## src/rtl/crossbar_pkg.sv

```systemverilog
// Shared types and helpers for the crossbar per-output packet arbiter.
package crossbar_pkg;

  // Per-output arbitration state: IDLE waits for a request, BUSY holds a locked grant.
  typedef enum logic {
    IDLE = 1'b0,
    BUSY = 1'b1
  } arb_state_t;

  // Increment modulo count with an explicit wrap, so count need not be a power of two.
  function automatic int mod_inc(input int value, input int count);
    if (value + 1 >= count) begin
      return 0;
    end
    return value + 1;
  endfunction

endpackage

```

## src/rtl/crossbar_rr_arbiter_unit.sv

```systemverilog
// Round-robin packet arbiter for a single crossbar output.
// Grants one requesting input, locks the grant until the end-of-packet
// handshake, then rotates the priority pointer past the served input.
// Handshake: req_i is a level request per input; eop_i is the qualified
// last-beat transfer (valid && ready && last) of the granted input. A grant
// only changes on eop_i, and a released output spends one cycle in IDLE.
module rr_arbiter_unit
  import crossbar_pkg::*;
#(
  parameter int S_DATA_COUNT = 2,
  parameter int ID_W         = 1
) (
  input  logic                    clk_i,
  input  logic                    rst_n_i,
  input  logic [S_DATA_COUNT-1:0] req_i,
  input  logic                    eop_i,
  output logic [ID_W-1:0]         grant_o,
  output logic                    grant_valid_o,
  output arb_state_t              state_o
);

  arb_state_t      state_q;
  arb_state_t      state_d;
  logic [ID_W-1:0] ptr_q;
  logic [ID_W-1:0] ptr_d;
  logic [ID_W-1:0] grant_q;
  logic [ID_W-1:0] grant_d;
  logic            valid_q;
  logic            valid_d;
  logic [ID_W-1:0] winner;

  // State register.
  always_ff @(posedge clk_i or negedge rst_n_i) begin
    if (!rst_n_i) begin
      state_q <= IDLE;
    end else begin
      state_q <= state_d;
    end
  end

  // Next state: claim on any request, release only on end of packet.
  always_comb begin
    state_d = state_q;
    case (state_q)
      IDLE:    if (|req_i) state_d = BUSY;
      BUSY:    if (eop_i)  state_d = IDLE;
      default: state_d = IDLE;
    endcase
  end

  // Winner search: first request at or above ptr_q, wrapping around.
  always_comb begin
    logic            found;
    logic [ID_W-1:0] idx;
    winner = '0;
    found  = 1'b0;
    idx    = ptr_q;
    for (int i = 0; i < S_DATA_COUNT; i++) begin
      if (!found && req_i[idx]) begin
        found  = 1'b1;
        winner = idx;
      end
      idx = ID_W'(mod_inc(int'(idx), S_DATA_COUNT));
    end
  end

  // Output and pointer updates, keyed on the current state.
  always_comb begin
    grant_d = grant_q;
    valid_d = valid_q;
    ptr_d   = ptr_q;
    if (state_q == IDLE && |req_i) begin
      grant_d = winner;
      valid_d = 1'b1;
    end else if (state_q == BUSY && eop_i) begin
      grant_d = '0;
      valid_d = 1'b0;
      ptr_d   = ID_W'(mod_inc(int'(grant_q), S_DATA_COUNT));
    end
  end

  // Grant, grant-valid and pointer registers.
  always_ff @(posedge clk_i or negedge rst_n_i) begin
    if (!rst_n_i) begin
      grant_q <= '0;
      valid_q <= 1'b0;
      ptr_q   <= '0;
    end else begin
      grant_q <= grant_d;
      valid_q <= valid_d;
      ptr_q   <= ptr_d;
    end
  end

  assign grant_o       = grant_q;
  assign grant_valid_o = valid_q;
  assign state_o       = state_q;

endmodule

```

## src/rtl/crossbar_arbiter.sv

```systemverilog
// Per-output packet arbiter for the stream crossbar. Builds the request and
// end-of-packet terms for each output and runs one round-robin unit per output.
// Outputs are independent: an input has one destination at a time.
module crossbar_arbiter
  import crossbar_pkg::*;
#(
  parameter int S_DATA_COUNT = 2,
  parameter int M_DATA_COUNT = 3,
  parameter int T_ID___WIDTH = $clog2(S_DATA_COUNT),
  parameter int T_DEST_WIDTH = $clog2(M_DATA_COUNT)
) (
  input  logic                                      clk_i,
  input  logic                                      rst_n_i,
  input  logic [S_DATA_COUNT-1:0][T_DEST_WIDTH-1:0] s_dest_i,
  input  logic [S_DATA_COUNT-1:0]                   s_last_i,
  input  logic [S_DATA_COUNT-1:0]                   s_valid_i,
  input  logic [M_DATA_COUNT-1:0]                   m_ready_i,
  output logic [M_DATA_COUNT-1:0][T_ID___WIDTH-1:0] grant_o,
  output logic [M_DATA_COUNT-1:0]                   grant_valid_o,
  output arb_state_t [M_DATA_COUNT-1:0]             state_o
);

  for (genvar m = 0; m < M_DATA_COUNT; m++) begin : g_out
    localparam logic [T_DEST_WIDTH-1:0] M_IDX = T_DEST_WIDTH'(m);

    logic [S_DATA_COUNT-1:0] req;
    logic                    eop;
    logic [T_ID___WIDTH-1:0] g;

    assign g = grant_o[m];

    // Requests: valid inputs whose destination is this output.
    always_comb begin
      for (int s = 0; s < S_DATA_COUNT; s++) begin
        req[s] = s_valid_i[s] && (s_dest_i[s] == M_IDX);
      end
    end

    // Last-beat handshake of the granted input on this output.
    assign eop = s_valid_i[g] && (s_dest_i[g] == M_IDX) && m_ready_i[m] && s_last_i[g];

    rr_arbiter_unit #(
      .S_DATA_COUNT (S_DATA_COUNT),
      .ID_W         (T_ID___WIDTH)
    ) u_unit (
      .clk_i         (clk_i),
      .rst_n_i       (rst_n_i),
      .req_i         (req),
      .eop_i         (eop),
      .grant_o       (grant_o[m]),
      .grant_valid_o (grant_valid_o[m]),
      .state_o       (state_o[m])
    );
  end

endmodule

```

## config.mk

```make
export PLATFORM = sky130hd
export DESIGN_NAME = crossbar_arbiter
export DESIGN_NICKNAME = d
export VERILOG_FILES = /design/src/rtl/crossbar_pkg.sv /design/src/rtl/crossbar_rr_arbiter_unit.sv /design/src/rtl/crossbar_arbiter.sv
export SDC_FILE = /design/constraint.sdc
export NUM_CORES = 1
export LEC_CHECK = 0
export CORE_MARGIN = 5
export CORE_UTILIZATION = 46
export DETAILED_ROUTE_END_ITERATION = 10
export PLACE_DENSITY = 0.92
export SLEW_MARGIN = 20
export SYNTH_ARGS = -nofsm -noshare
export SYNTH_HDL_FRONTEND = slang
export SYNTH_HIERARCHICAL = 1
export SYNTH_SLANG_ARGS = --single-unit
```

## constraint.sdc

```tcl
create_clock -name clk_i -period 2.15 [get_ports clk_i]
set_clock_uncertainty 0.15 [all_clocks]
set_input_delay 0.43 -clock clk_i [delete_from_list [all_inputs] [get_ports clk_i]]
set_output_delay 0.43 -clock clk_i [all_outputs]
set_load 0.01 [all_outputs]
```

Word level (Yosys, flattened, before mapping)
Cells that the tools add are included.
{"block": "classes", "addsub": 6, "n_lt_le_gt_ge": 15, "n_eq_ne": 6, "mux": 75, "bitwise_logic": 6, "reduce_logical": 39}
{"operator": "two-way mux 1 bit", "n": 66}
{"operator": "logical AND 1 bit", "n": 24}
{"operator": "less-than comparator 1 x 2 -> 1 bit, second input constant", "n": 9}
{"operator": "adder 1 x 1 -> 2 bit, second input constant", "n": 6}
{"operator": "greater-or-equal comparator 2 bit, second input constant", "n": 6}
{"operator": "two-way mux 2 bit", "n": 6}
{"operator": "== test 2 x 1 -> 1 bit, second input constant", "n": 3}
{"operator": "== test 2 bit, second input constant", "n": 3}
{"operator": "logical NOT 2 bit", "n": 3}
{"operator": "inverter 1 bit", "n": 6}
{"operator": "case mux 1 bit (2 select lines)", "n": 3}
{"operator": "AND reduction 2 bit", "n": 3}
{"operator": "nonzero test 2 bit", "n": 3}
{"operator": "OR reduction 2 bit", "n": 3}
{"operator": "logical NOT 1 bit", "n": 3}
{"block": "word_totals", "regBits": 12, "input_bits": 13, "out_inout_bits": 9, "elab_cells": 159}

Longest topological paths before layout
Gate-level depths: netlist (run 1).
{"block": "logic_depth", "depth_word": 10, "depth_mapped": 5, "mapped_depth_nobuf": 5}

By module
Netlist (run 1), hierarchy kept.
{"module": "rr_arbiter_unit", "instances": 3, "cells_per_inst": 16, "area_each_um2": 163.9, "seq_area_each_um2": 100.1}
{"module": "crossbar_arbiter", "instances": 1, "cells_per_inst": 22, "area_each_um2": 153.9, "seq_area_each_um2": 0.0}

Least setup slack after synthesis (run 1)
OpenSTA, ideal clock, no wires.
{"block": "synth_timing", "path_type": "input -> register", "from": "input port s_dest_i[1] (netlist name)", "to": "register g_out[0].u_unit.valid_q", "arrival_ns": 1.194, "required_time_ns": 1.872, "setup_slack_ns": 0.678, "path_stages": 5, "path_cell_list": "or3b_1 o22ai_1 nand2_2 nand2_1 o21ai_1"}
{"block": "synth_via", "elab_chain_cells": 8, "elab_cells_between_ends": 13, "classes_between": "mux (3); reduce/logical (10)"}
{"element": "from (decl)", "line_no": "crossbar_arbiter.sv:14", "source": "input logic [S_DATA_COUNT-1:0][T_DEST_WIDTH-1:0] s_dest_i,"}
{"element": "two-way mux 2 bit (implied by the code) (2 in series)", "line_no": "crossbar_arbiter.sv:40", "source": "assign eop = s_valid_i[g] && (s_dest_i[g] == M_IDX) && m_ready_i[m] && s_last_i[g];"}
{"element": "logical NOT 2 bit", "line_no": "crossbar_arbiter.sv:40"}
{"element": "logical AND 1 bit (3 in series)", "line_no": "crossbar_arbiter.sv:40"}
{"element": "named net g_out[0].eop", "line_no": "crossbar_arbiter.sv:27", "source": "logic eop;"}
{"element": "logical AND 1 bit", "line_no": "crossbar_rr_arbiter_unit.sv:75", "source": "end else if (state_q == BUSY && eop_i) begin"}
{"element": "nonzero test 2 bit (no line)"}
{"element": "to (signal assigned)", "line_no": "crossbar_rr_arbiter_unit.sv:90", "source": "valid_q <= valid_d;"}
{"element": "to (decl)", "line_no": "crossbar_rr_arbiter_unit.sv:28", "source": "logic valid_q;"}
The timed path passes the listed nets, and every way through them passes these cells. The select of a mux whose other input is x is not followed.
A chain may end at the register's enable or synchronous reset.

Worst setup path after layout (run 1)
{"block": "layout_timing", "from": "register g_out[2].u_unit.state_q", "to": "output port state_o[2] (netlist name)"}
{"element": "from (decl)", "line_no": "crossbar_rr_arbiter_unit.sv:22", "source": "arb_state_t state_q;"}
{"element": "from (signal assigned)", "line_no": "crossbar_rr_arbiter_unit.sv:37", "source": "state_q <= state_d;"}
{"element": "to (decl)", "line_no": "crossbar_arbiter.sv:20", "source": "output arb_state_t [M_DATA_COUNT-1:0] state_o"}
No word-level cell between the ends.

==> metrics.md, run 1 <==
| Metric | Value |
|---|---|
| Critical path type | `flop to output pin` |
| Die area | `around 2300 um2` |
| Post-CTS resize count | `0` |
| Synth Area in Adders | `0` |
| Diodes inserted | `0` |
| Cells after DPL | `104` |
| Setup Buffers After CTS | `0` |
| Fin crit period | `1.87 ns` |
| Skew-Pair Late Insertion Delay | `0.27 ns` |
| IO Port Bufs | `21` |
| Via count | `580` |
| WP depth | `1` |
| Share of layout cells above drive strength 1 | `0.0870` |
| CTS Sinks | `12` |
| RR Startpoint | `g_out[0].u_unit/grant_o$_DFFE_PN0P_` |
| Period utilization | `0.871` |
| WP data required | `1.57 ns` |
| Routed length per instance | `14.0 um` |
| Total track usage | `0.158` |
| Layout Nets | `around 110` |
| Yosys top cell area share | `0.465` |
| Async set or reset register ratio after synthesis | `1.00` |
| Via-to-Cell Ratio | `between 5 and 6` |
| Gr ovfl total | `0` |
| Final Setup Violations | `0` |
| Clock-pin slew on the worst setup and hold paths | `0.06 ns` |
| Drt total wl | `about 1500 um` |
| Crit path capture type | `output pin` |
| Worst Hold Class | `flop to flop` |
| Clk buf depth | `2` |
| Detailed Place HPWL | `1210 um` |
| Area grow syn2layout | `36.6%` |
| RSZ-0062 raised after global routing | `false` |
| # IOs | `22` |
| Pint | `around 570 uW` |
| Reg power frac | `0.461` |
| CTS root buf | `clkbuf_4` |
| Row cnt | `13` |
| Worst-path cell chain | `clkdlybuf4s50_1` |
| Number of global-route vias before repair | `587` |
| Crit path max-delay family | `buffers and inverters` |
| Place WS | `0.118 ns` |
| Largest net degree at the start of global routing | `13` |
| First-pass GRT wire length | `approximately 2400 um` |
| FF-to-FF path depth | `5` |
| CP arrival | `1.29 ns` |
| Avg Cell Area, Syn | `about 9.2 um2` |
| Final hold violations | `0` |
| Syn Inst Count | `70` |
| Pre-antenna DRT Iters | `4` |
| Reg-to-Reg End | `g_out[0].u_unit/ptr_q$_DFFE_PN0P_` |
| Max incr delay on CP | `0.58 ns` |
| Fin Setup TNS | `0 ns` |
| Slew HR | `0.649` |
| Die width | `47.5 um` |
| Compound-Gate Fraction of Synth Area | `0.169` |
| Mux cell area share after synthesis | `0` |
| Clk pwr share | `0.155` |
| WHS Path Cells | `2` |
| Synthesized area | `646 um2` |
| Worst reg-to-reg setup slack | `0.61 ns` |
| Hold_buf cts | `0` |
| Sw Share | `0.316` |
| Post-synthesis sequential area ratio | `0.465` |
| Achievable frequency | `0.534 GHz` |
| VDD IR max | `0.000494 V` |
| CTS H-Tree Depth | `1` |
| Syn_nets | `83` |
| Synth top area cells | `dfrtp_1 47%, nand3b_1 8.1%, o22ai_1 5.8%, nand2_1 5.2%, o21ai_1 4.7%` |
| Sequential Area | `between 300 and 400 um2` |
| EDFF count, synth | `0` |
| Unique masters post-synth | `18` |
| Combinational share of power | `0.383` |
| Synth Area in Simple Gates | `0.320` |
| Final Non-Filler Cells | `107` |
| P per Cell Area | `948 nW/um2` |
| Count leader, synth | `dfrtp_1` |
| Setup ws final | `0.277 ns` |
| # DRC | `0` |
| Hold Path End | `g_out[2].u_unit/ptr_q$_DFFE_PN0P_` |
| Slowest CP cell | `clkdlybuf4s50_1` |
| CTS tree | `yes` |
| Antenna-violating nets left | `0` |
| Initial antenna violation count | `0` |
| Die H | `47.5 um` |
| Clock buffer count from CTS | `3` |
| Outcome | `complete, no violations` |
| Critical path fanouts, max | `6` |
| Max Cap Viol | `0` |
| Commonest cells post-synth | `12 x dfrtp_1, 9 x nand2_1, 7 x nand3b_1` |
| Initial DRC count | `11` |
| Final slew viol count | `0` |
| Routability Congestion | `0.776` |
| Actual slew at the worst max-slew pin | `0.525 ns` |
| Combinational family with the most area after synthesis | `simple AND/OR/NAND/NOR gates` |
| Initial Util | `0.490` |
| Lkg Pwr | `between 0.0003 and 0.0004 uW` |
| Cell taking the most area after synthesis | `dfrtp_1` |
| Synth Area in XOR/XNOR | `0` |
| Yosys Warn Count | `6` |
| Setup crit start kind | `flop` |
| Core area | `approximately 1300 um2` |
| HP Start | `g_out[2].u_unit/ptr_q$_DFFE_PN0P_` |
| Synth Register Bits | `12` |
| Top_reg_cell synth | `dfrtp_1` |
| # fillers | `98` |
| Multi-input gate area | `315 um2` |
| Switching power | `264 uW` |
| Worst path bufs/invs | `1` |
worst max path at each step:
stage	start	endpoint	slack, ns
after floorplan	s_dest_i[1]	g_out[0].u_unit/grant_valid_o$_DFFE_PN0P_	0.68
after global placement	s_dest_i[1]	g_out[0].u_unit/grant_valid_o$_DFFE_PN0P_	0.16
after detailed placement	s_dest_i[1]	g_out[0].u_unit/ptr_q$_DFFE_PN0P_	0.12
after CTS	g_out[2].u_unit/state_o$_DFF_PN0_	state_o[2]	0.26
after global routing	g_out[0].u_unit/state_o$_DFF_PN0_	state_o[0]	0.22
final	g_out[2].u_unit/state_o$_DFF_PN0_	state_o[2]	0.28
cells in the final DEF, fill, tap and decap left out, drive strengths merged, types with 3 or more instances in the layout:
cell type / Yosys / final
o22ai: 6 / 6
dfrtp: 12 / 12
o31a: 3 / 3
nor2: 3 / 3
o21ai: 6 / 6
nor2b: 3 / 3
clkdlybuf4s50: 0 / 21
a21oi: 3 / 3
nand2: 12 / 12
clkbuf: 0 / 3
nand2b: 3 / 3
nand3b: 7 / 7
tightest hold or removal path: cells and delay by family (launching register included):
family	cells	cell delay (ns)
AO/OA/AOI/OAI	1	0.06
flip-flops	1	0.34
AND/OR/NAND/NOR	1	0.05
cells by family (layout without fill, tap and decap cells):
logic type,after synthesis,in the layout
and+or+nand+nor,35,35
AOI/OAI and AO/OA,18,18
buffers and inverters,5,27
DFF,12,12
area by class of cell:
class | instances | share of cell area
inverter | 2 | 0.00851
sequential | 12 | 0.340
timing repair buffer | 22 | 0.247
tap | 15 | 0.0213
clock buffer | 3 | 0.0255
multi-input combinational | 53 | 0.357
flip-flops by register name (all words and copies together), names as in the netlist:
name                        cells
g_out.u_unit/grant_valid_o      3
g_out.u_unit/ptr_q              3
g_out.u_unit/grant_o            3
g_out.u_unit/state_o            3
metrics by stage:
| stage | instance area (um2) | power (uW) | util | hold slack (ns) |
|---|---|---|---|---|
| CTS | 882 | 848 | 0.670 | 0.342 |
| detailed placement | 860 | 713 | 0.652 | 0.324 |
| floorplan | 646 | 554 | - | -0.0156 |
| global placement | 860 | 700 | 0.652 | 0.314 |
| finish | 882 | 836 | 0.670 | 0.335 |
| global route | 882 | 897 | 0.670 | 0.356 |
routing by layer:
metal	up-vias	global-route usage	routed length [um]
met1	269	0.173	649
met4	0	0.0773	11
met5	-	0	0
met2	15	0.267	740
met3	2	0.0602	95
li1	294	-	-
power groups by stage:
stage	clock (uW)	sequential, uW	combinational [uW]
global route	145	397	355
CTS	138	386	324
floorplan	0	392	162
detailed placement	0	390	323
finish	130	386	321
global placement	0	386	314
Note: power is estimated with default switching activity, not from simulation.
==> run 2: changes to the inputs <==
--- a/config.mk
+++ b/config.mk
@@ -5,11 +5,12 @@
 export SDC_FILE = /design/constraint.sdc
 export NUM_CORES = 1
 export LEC_CHECK = 0
+export ABC_AREA = 1
 export CORE_MARGIN = 5
-export CORE_UTILIZATION = 46
+export CORE_UTILIZATION = 47
 export DETAILED_ROUTE_END_ITERATION = 10
 export PLACE_DENSITY = 0.92
-export SLEW_MARGIN = 20
+export SLEW_MARGIN = 10
 export SYNTH_ARGS = -nofsm -noshare
 export SYNTH_HDL_FRONTEND = slang
 export SYNTH_HIERARCHICAL = 1
==> metrics.md, run 2 <==
| Metric | Value |
|---|---|
| Outcome | `complete, no violations` |
| Fin Setup TNS | `0 ns` |
| VDD IR max | `0.000583 V` |
| IO Port Bufs | `21` |
| Synthesized area | `a little under 700 um2` |
| Final hold violations | `0` |
| Setup Buffers After CTS | `0` |
| # IOs | `22` |
| Combinational family with the most area after synthesis | `simple AND/OR/NAND/NOR gates` |
| Antenna-violating nets left | `0` |
| Clk buf depth | `2` |
| Initial Util | `0.508` |
| Fin crit period | `~1.8 ns` |
| Setup ws final | `0.318 ns` |
| Place WS | `0.127 ns` |
| RSZ-0062 raised after global routing | `false` |
| Detailed Place HPWL | `1180 um` |
| Die H | `roughly 48 um` |
| Top_reg_cell synth | `dfrtp_1` |
| Compound-Gate Fraction of Synth Area | `0.127` |
| Async set or reset register ratio after synthesis | `1.00` |
| Unique masters post-synth | `14` |
| Clock buffer count from CTS | `3` |
| Crit path max-delay family | `buffers and inverters` |
| Clock-pin slew on the worst setup and hold paths | `0.07 ns` |
| Count leader, synth | `nand2_1` |
| CTS H-Tree Depth | `1` |
| Gr ovfl total | `0` |
| Setup crit start kind | `flop` |
| Most frequent cells in the layout | `31 x nand2_1, 21 x clkdlybuf4s50_1, 15 x inv_1` |
| Synth Area in XOR/XNOR | `0` |
| Crit path capture type | `output pin` |
| # DRC | `0` |
| Post-synthesis sequential area ratio | `0.443` |
| WP data required | `1.57 ns` |
| Period utilization | `0.852` |
| Synth Register Bits | `12` |
| EDFF count, synth | `0` |
| Area grow syn2layout | `33.8%` |
| Routability Congestion | `0.815` |
| Max Cap Viol | `0` |
| Avg Cell Area, Syn | `6.99 um2` |
| Synth top area cells | `dfrtp_1 44%, nand2_1 17%, inv_1 8.3%, nor2_1 5.5%, nand3_1 5.2%` |
| Yosys Warn Count | `6` |
| CTS Sinks | `12` |
| Cell taking the most area after synthesis | `dfrtp_1` |
| Row cnt | `13` |
| Pre-antenna DRT Iters | `4` |
| Syn_nets | `110` |
| Number of global-route vias before repair | `646` |
| Die area | `roughly 2300 um2` |
| Syn Inst Count | `97` |
| Critical path fanouts, max | `5` |
| Critical path type | `flop to output pin` |
| Routed length per instance | `11.3 um` |
| Diodes inserted | `0` |
| Via count | `663` |
| Final slew viol count | `0` |
| Drt total wl | `1510 um` |
| Worst path bufs/invs | `1` |
| Total track usage | `0.161` |
| Hold_ws | `0.341 ns` |
| CP arrival | `between 1 and 1.5 ns` |
| Synth Area in Adders | `0` |
| Core area | `1330 um2` |
| Worst Hold Class | `flop to flop` |
| CTS tree | `yes` |
| Initial antenna violation count | `0` |
| Most common cell after layout, fill and taps aside | `nand2_1` |
| Slew HR | `0.627` |
| Final Setup Violations | `0` |
| Skew-Pair Late Insertion Delay | `around 0.27 ns` |
| Worst-path cell chain | `clkdlybuf4s50_1` |
| Slowest CP cell | `clkdlybuf4s50_1` |
| Overall Power | `1010 uW` |
| Initial DRC count | `17` |
| Max incr delay on CP | `approximately 0.56 ns` |
| CTS root buf | `clkbuf_4` |
| Commonest cells post-synth | `31 x nand2_1, 15 x inv_1, 12 x dfrtp_1` |
| First-pass GRT wire length | `between 2000 and 3000 um` |
| Actual slew at the worst max-slew pin | `approximately 0.56 ns` |
| Die width | `about 48 um` |
| Via-to-Cell Ratio | `4.98` |
| Share of layout cells above drive strength 1 | `0.0932` |
| P per Cell Area | `1120 nW/um2` |
| Yosys top cell area share | `0.443` |
| Mux cell area share after synthesis | `0` |
| Hold_buf cts | `0` |
| Achievable frequency | `0.546 GHz` |
| # fillers | `roughly 120` |
| Lkg Pwr | `0.000457 uW` |
| Layout Nets | `133` |
| Post-CTS resize count | `0` |
| Synth Area in Simple Gates | `0.297` |
| Largest net degree at the start of global routing | `13` |
==> run 2: cell families after synthesis <==
family | Yosys count
AND/OR/NAND/NOR | 50
buffers and inverters | 21
AO/OA/AOI/OAI | 14
flip-flops | 12
==> run 2: final cells by class <==
type | instances | area (um2) | share of cell area
tap | 15 | 18.8 | 0.0207
timing repair buffer | 21 | 210 | 0.232
multi-input combinational | 64 | 288 | 0.317
sequential | 12 | 300 | 0.331
inverter | 18 | 67.6 | 0.0745
clock buffer | 3 | 22.5 | 0.0248
==> run 2: routing by layer <==
metal  share of wire  global-route usage
met4           0.028               0.113
met2            0.51               0.280
met3           0.041              0.0150
met1            0.42               0.181
met5               0                   0
==> run 2: through the flow <==
| stage | utilization | std cells | instance area [um2] |
|---|---|---|---|
| after floorplan | - | 97 | 678 |
| after CTS | 0.680 | 133 | 907 |
| after global placement | 0.663 | 130 | 885 |
| final | 0.680 | 133 | 907 |
| after global routing | 0.680 | 133 | 907 |
| after detailed placement | 0.663 | 130 | 885 |
==> run 2: worst paths after layout <==
check                                                          startpoint                                   endpoint  slack (ns)  depth (start not counted)
worst max-delay path                  g_out[1].u_unit/grant_o$_DFFE_PN0P_                                 grant_o[1]        0.32                          1
worst min-delay path            g_out[2].u_unit/grant_valid_o$_DFFE_PN0P_  g_out[2].u_unit/grant_valid_o$_DFFE_PN0P_        0.34                          2
worst max register to register        g_out[0].u_unit/grant_o$_DFFE_PN0P_          g_out[0].u_unit/ptr_q$_DFFE_PN0P_        0.70                          7
worst min register to register  g_out[2].u_unit/grant_valid_o$_DFFE_PN0P_  g_out[2].u_unit/grant_valid_o$_DFFE_PN0P_        0.34                          2
max in group asynchronous                                         rst_n_i  g_out[1].u_unit/grant_valid_o$_DFFE_PN0P_        1.11                          1
min in group asynchronous                                         rst_n_i          g_out[0].u_unit/state_o$_DFF_PN0_        0.37                          1
==> run 2: power breakdown <==
part	internal [uW]	switching, uW
sequential	335	101
clock	64.7	69.9
combinational	237	207
==> run 3: changes to the inputs <==
--- a/config.mk
+++ b/config.mk
@@ -10,8 +10,10 @@
 export CORE_UTILIZATION = 47
 export DETAILED_ROUTE_END_ITERATION = 10
 export PLACE_DENSITY = 0.92
+export SKIP_LAST_GASP = 1
 export SLEW_MARGIN = 10
 export SYNTH_ARGS = -nofsm -noshare
 export SYNTH_HDL_FRONTEND = slang
 export SYNTH_HIERARCHICAL = 1
 export SYNTH_SLANG_ARGS = --single-unit
+export TNS_END_PERCENT = 30
==> results of run 3 <==
Same layout as run 2: the final DEF is identical, and so are final timing and power.
==> edit: new RTL, config.mk and constraints of run 1 <==
`M_DATA_COUNT`: 3 -> 5.
--- a/src/rtl/crossbar_arbiter.sv
+++ b/src/rtl/crossbar_arbiter.sv
@@ -6,5 +6,5 @@
 #(
   parameter int S_DATA_COUNT = 2,
-  parameter int M_DATA_COUNT = 3,
+  parameter int M_DATA_COUNT = 5,
   parameter int T_ID___WIDTH = $clog2(S_DATA_COUNT),
   parameter int T_DEST_WIDTH = $clog2(M_DATA_COUNT)
Interface: changed (5 resized); port bits go from 22 to 32. The function was not compared with the original's and may differ.
==> edit against run 1 <==
  * Die area rose by 54%
  * Global-route usage rose by 1.9 points
  * Area after synthesis rose by 71%
  * Cell area rose by 76%
  * Setup slack got worse by 0.076 ns
  * Sequential power rose by 76%
  * Total power rose by 83%
  * Worst hold slack got worse by 0.046 ns
  * Sequential cell count rose by 8
  * Wire length rose by 92%
  * Critical endpoint is now state_o[0]
  * Highest routed layer unchanged
==> edit: results (changes against run 1) <==
stage	metric	value	unit	change
timing	tightest_slew	0.380	ns	was 0.525 ns
route	met2_length	1480	um	was 740 um
synthesis	synthCells	122		was 70
critical_path	startpoint	g_out[0].u_unit/state_o$_DFF_PN0_		was g_out[2].u_unit/state_o$_DFF_PN0_
route	wl_met1	1160	um	was 649 um
placed_design	hpwl	2250	um	was 1210 um
pwr	internal-power	1.01	mW	was 0.572 mW
global_route	use_met2	0.308		was 0.267
placed_design	gp_congestion	0.919		was 0.776
critical_path	arrival	1.37	ns	was 1.29 ns
synthesis	synth_compound_area_frac	0.165		was 0.169
route	wire_per_inst	14.8	um	was 14.0 um
placed_design	numPortBuffers	31		was 21
route	dr.pass1.iters	4		unchanged
global_route	grt_use_total	0.177		was 0.158
layout	stdcell_count	194		was 107
synthesis	yosys-top-cells-count	dfrtp_1, nand2_1, o21ai_1, o22ai_1		was dfrtp_1, nand2_1, nand3b_1
pwr	vdd_drop_max	0.000730	V	was 0.000494 V
clock_tree	path_clk_slew	0.12	ns	was 0.06 ns
placed_design	place_ws	-0.117	ns	was 0.118 ns
clock_tree	post_cts_buffers	0		unchanged
route	wl_met3	168	um	was 95 um
clock_tree	root_buffer	clkbuf_4		unchanged
layout	layout.nets	184		was 107
clock_tree	clock_latency	0.31	ns	was 0.27 ns
synthesis	syn_nets	139		was 83
status	outcome	complete, no violations		unchanged
worst_hold_path	hold_class	input pin to asynchronous set/reset pin		was flip-flop to flip-flop
route	drt_iter0_markers	21		was 11
global_route	grt_use_met1	0.195		was 0.173
pwr	power_leakage	0.648	nW	was 0.361 nW
layout	drive_gt1_frac	0.145		was 0.0870
global_route	grt_max_degree	21		was 13
global_route	grt_util_met3	0.0351		was 0.0602
synthesis	ys_types	22		was 18
synthesis	synth_area_leaders	dfrtp_1, nand2_1, o22ai_1		was dfrtp_1, nand3b_1, o22ai_1
critical_path	regToRegStartpoint	g_out[1].u_unit/grant_o$_DFFE_PN0P_		was g_out[0].u_unit/grant_o$_DFFE_PN0P_
route	via_count	1078		was 580
==> edit: power by group through the flow <==
| stage | Clock [mW] | Combinational, mW | Sequential, mW |
|---|---|---|---|
| final | 0.225 | 0.623 | 0.680 |
| after global routing | 0.247 | 0.675 | 0.705 |
| after CTS | 0.236 | 0.629 | 0.677 |
| after detailed placement | 0 | 0.626 | 0.684 |
| after global placement | 0 | 0.598 | 0.677 |
| after floorplan | 0 | 0.324 | 0.685 |
==> edit: final cells by class <==
| class | count | area (um^2) |
|---|---|---|
| sequential | 20 | 500 |
| tap | 28 | 35.0 |
| clock buffer | 4 | 36.3 |
| multi-input combinational | 93 | 549 |
| inverter | 4 | 15.0 |
| fill | 176 | 703 |
| timing repair buffer | 45 | 415 |
==> edit: path summary, 6_finish.rpt <==
| kind | endpoint | slack (ns) | depth (start not counted) |
|---|---|---|---|
| setup / recovery | state_o[0] | 0.20 | 1 |
| hold / removal | g_out[0].u_unit/ptr_q$_DFFE_PN0P_ | 0.29 | 2 |
| setup reg to reg | g_out[1].u_unit/ptr_q$_DFFE_PN0P_ | 0.44 | 5 |
| hold reg to reg | g_out[3].u_unit/ptr_q$_DFFE_PN0P_ | 0.34 | 2 |
| max in group asynchronous | g_out[2].u_unit/ptr_q$_DFFE_PN0P_ | 1.34 | 2 |
| min in group clk_i | g_out[3].u_unit/ptr_q$_DFFE_PN0P_ | 0.34 | 2 |
==> edit: cells by family after synthesis <==
kind of cell | after synthesis
and+or+nand+nor | 63
AOI/OAI and AO/OA | 30
DFF | 20
buffers and inverters | 9
==> edit: through the flow <==
stage	total power [mW]	instance area, um^2	setup TNS [ns]
3_5_place_dp	1.31	1520	-1.17
2_1_floorplan	1.01	1100	0
6_report	1.53	1550	0
5_1_grt	1.63	1550	0
4_1_cts	1.54	1550	0
3_3_place_gp	1.28	1520	-0.450
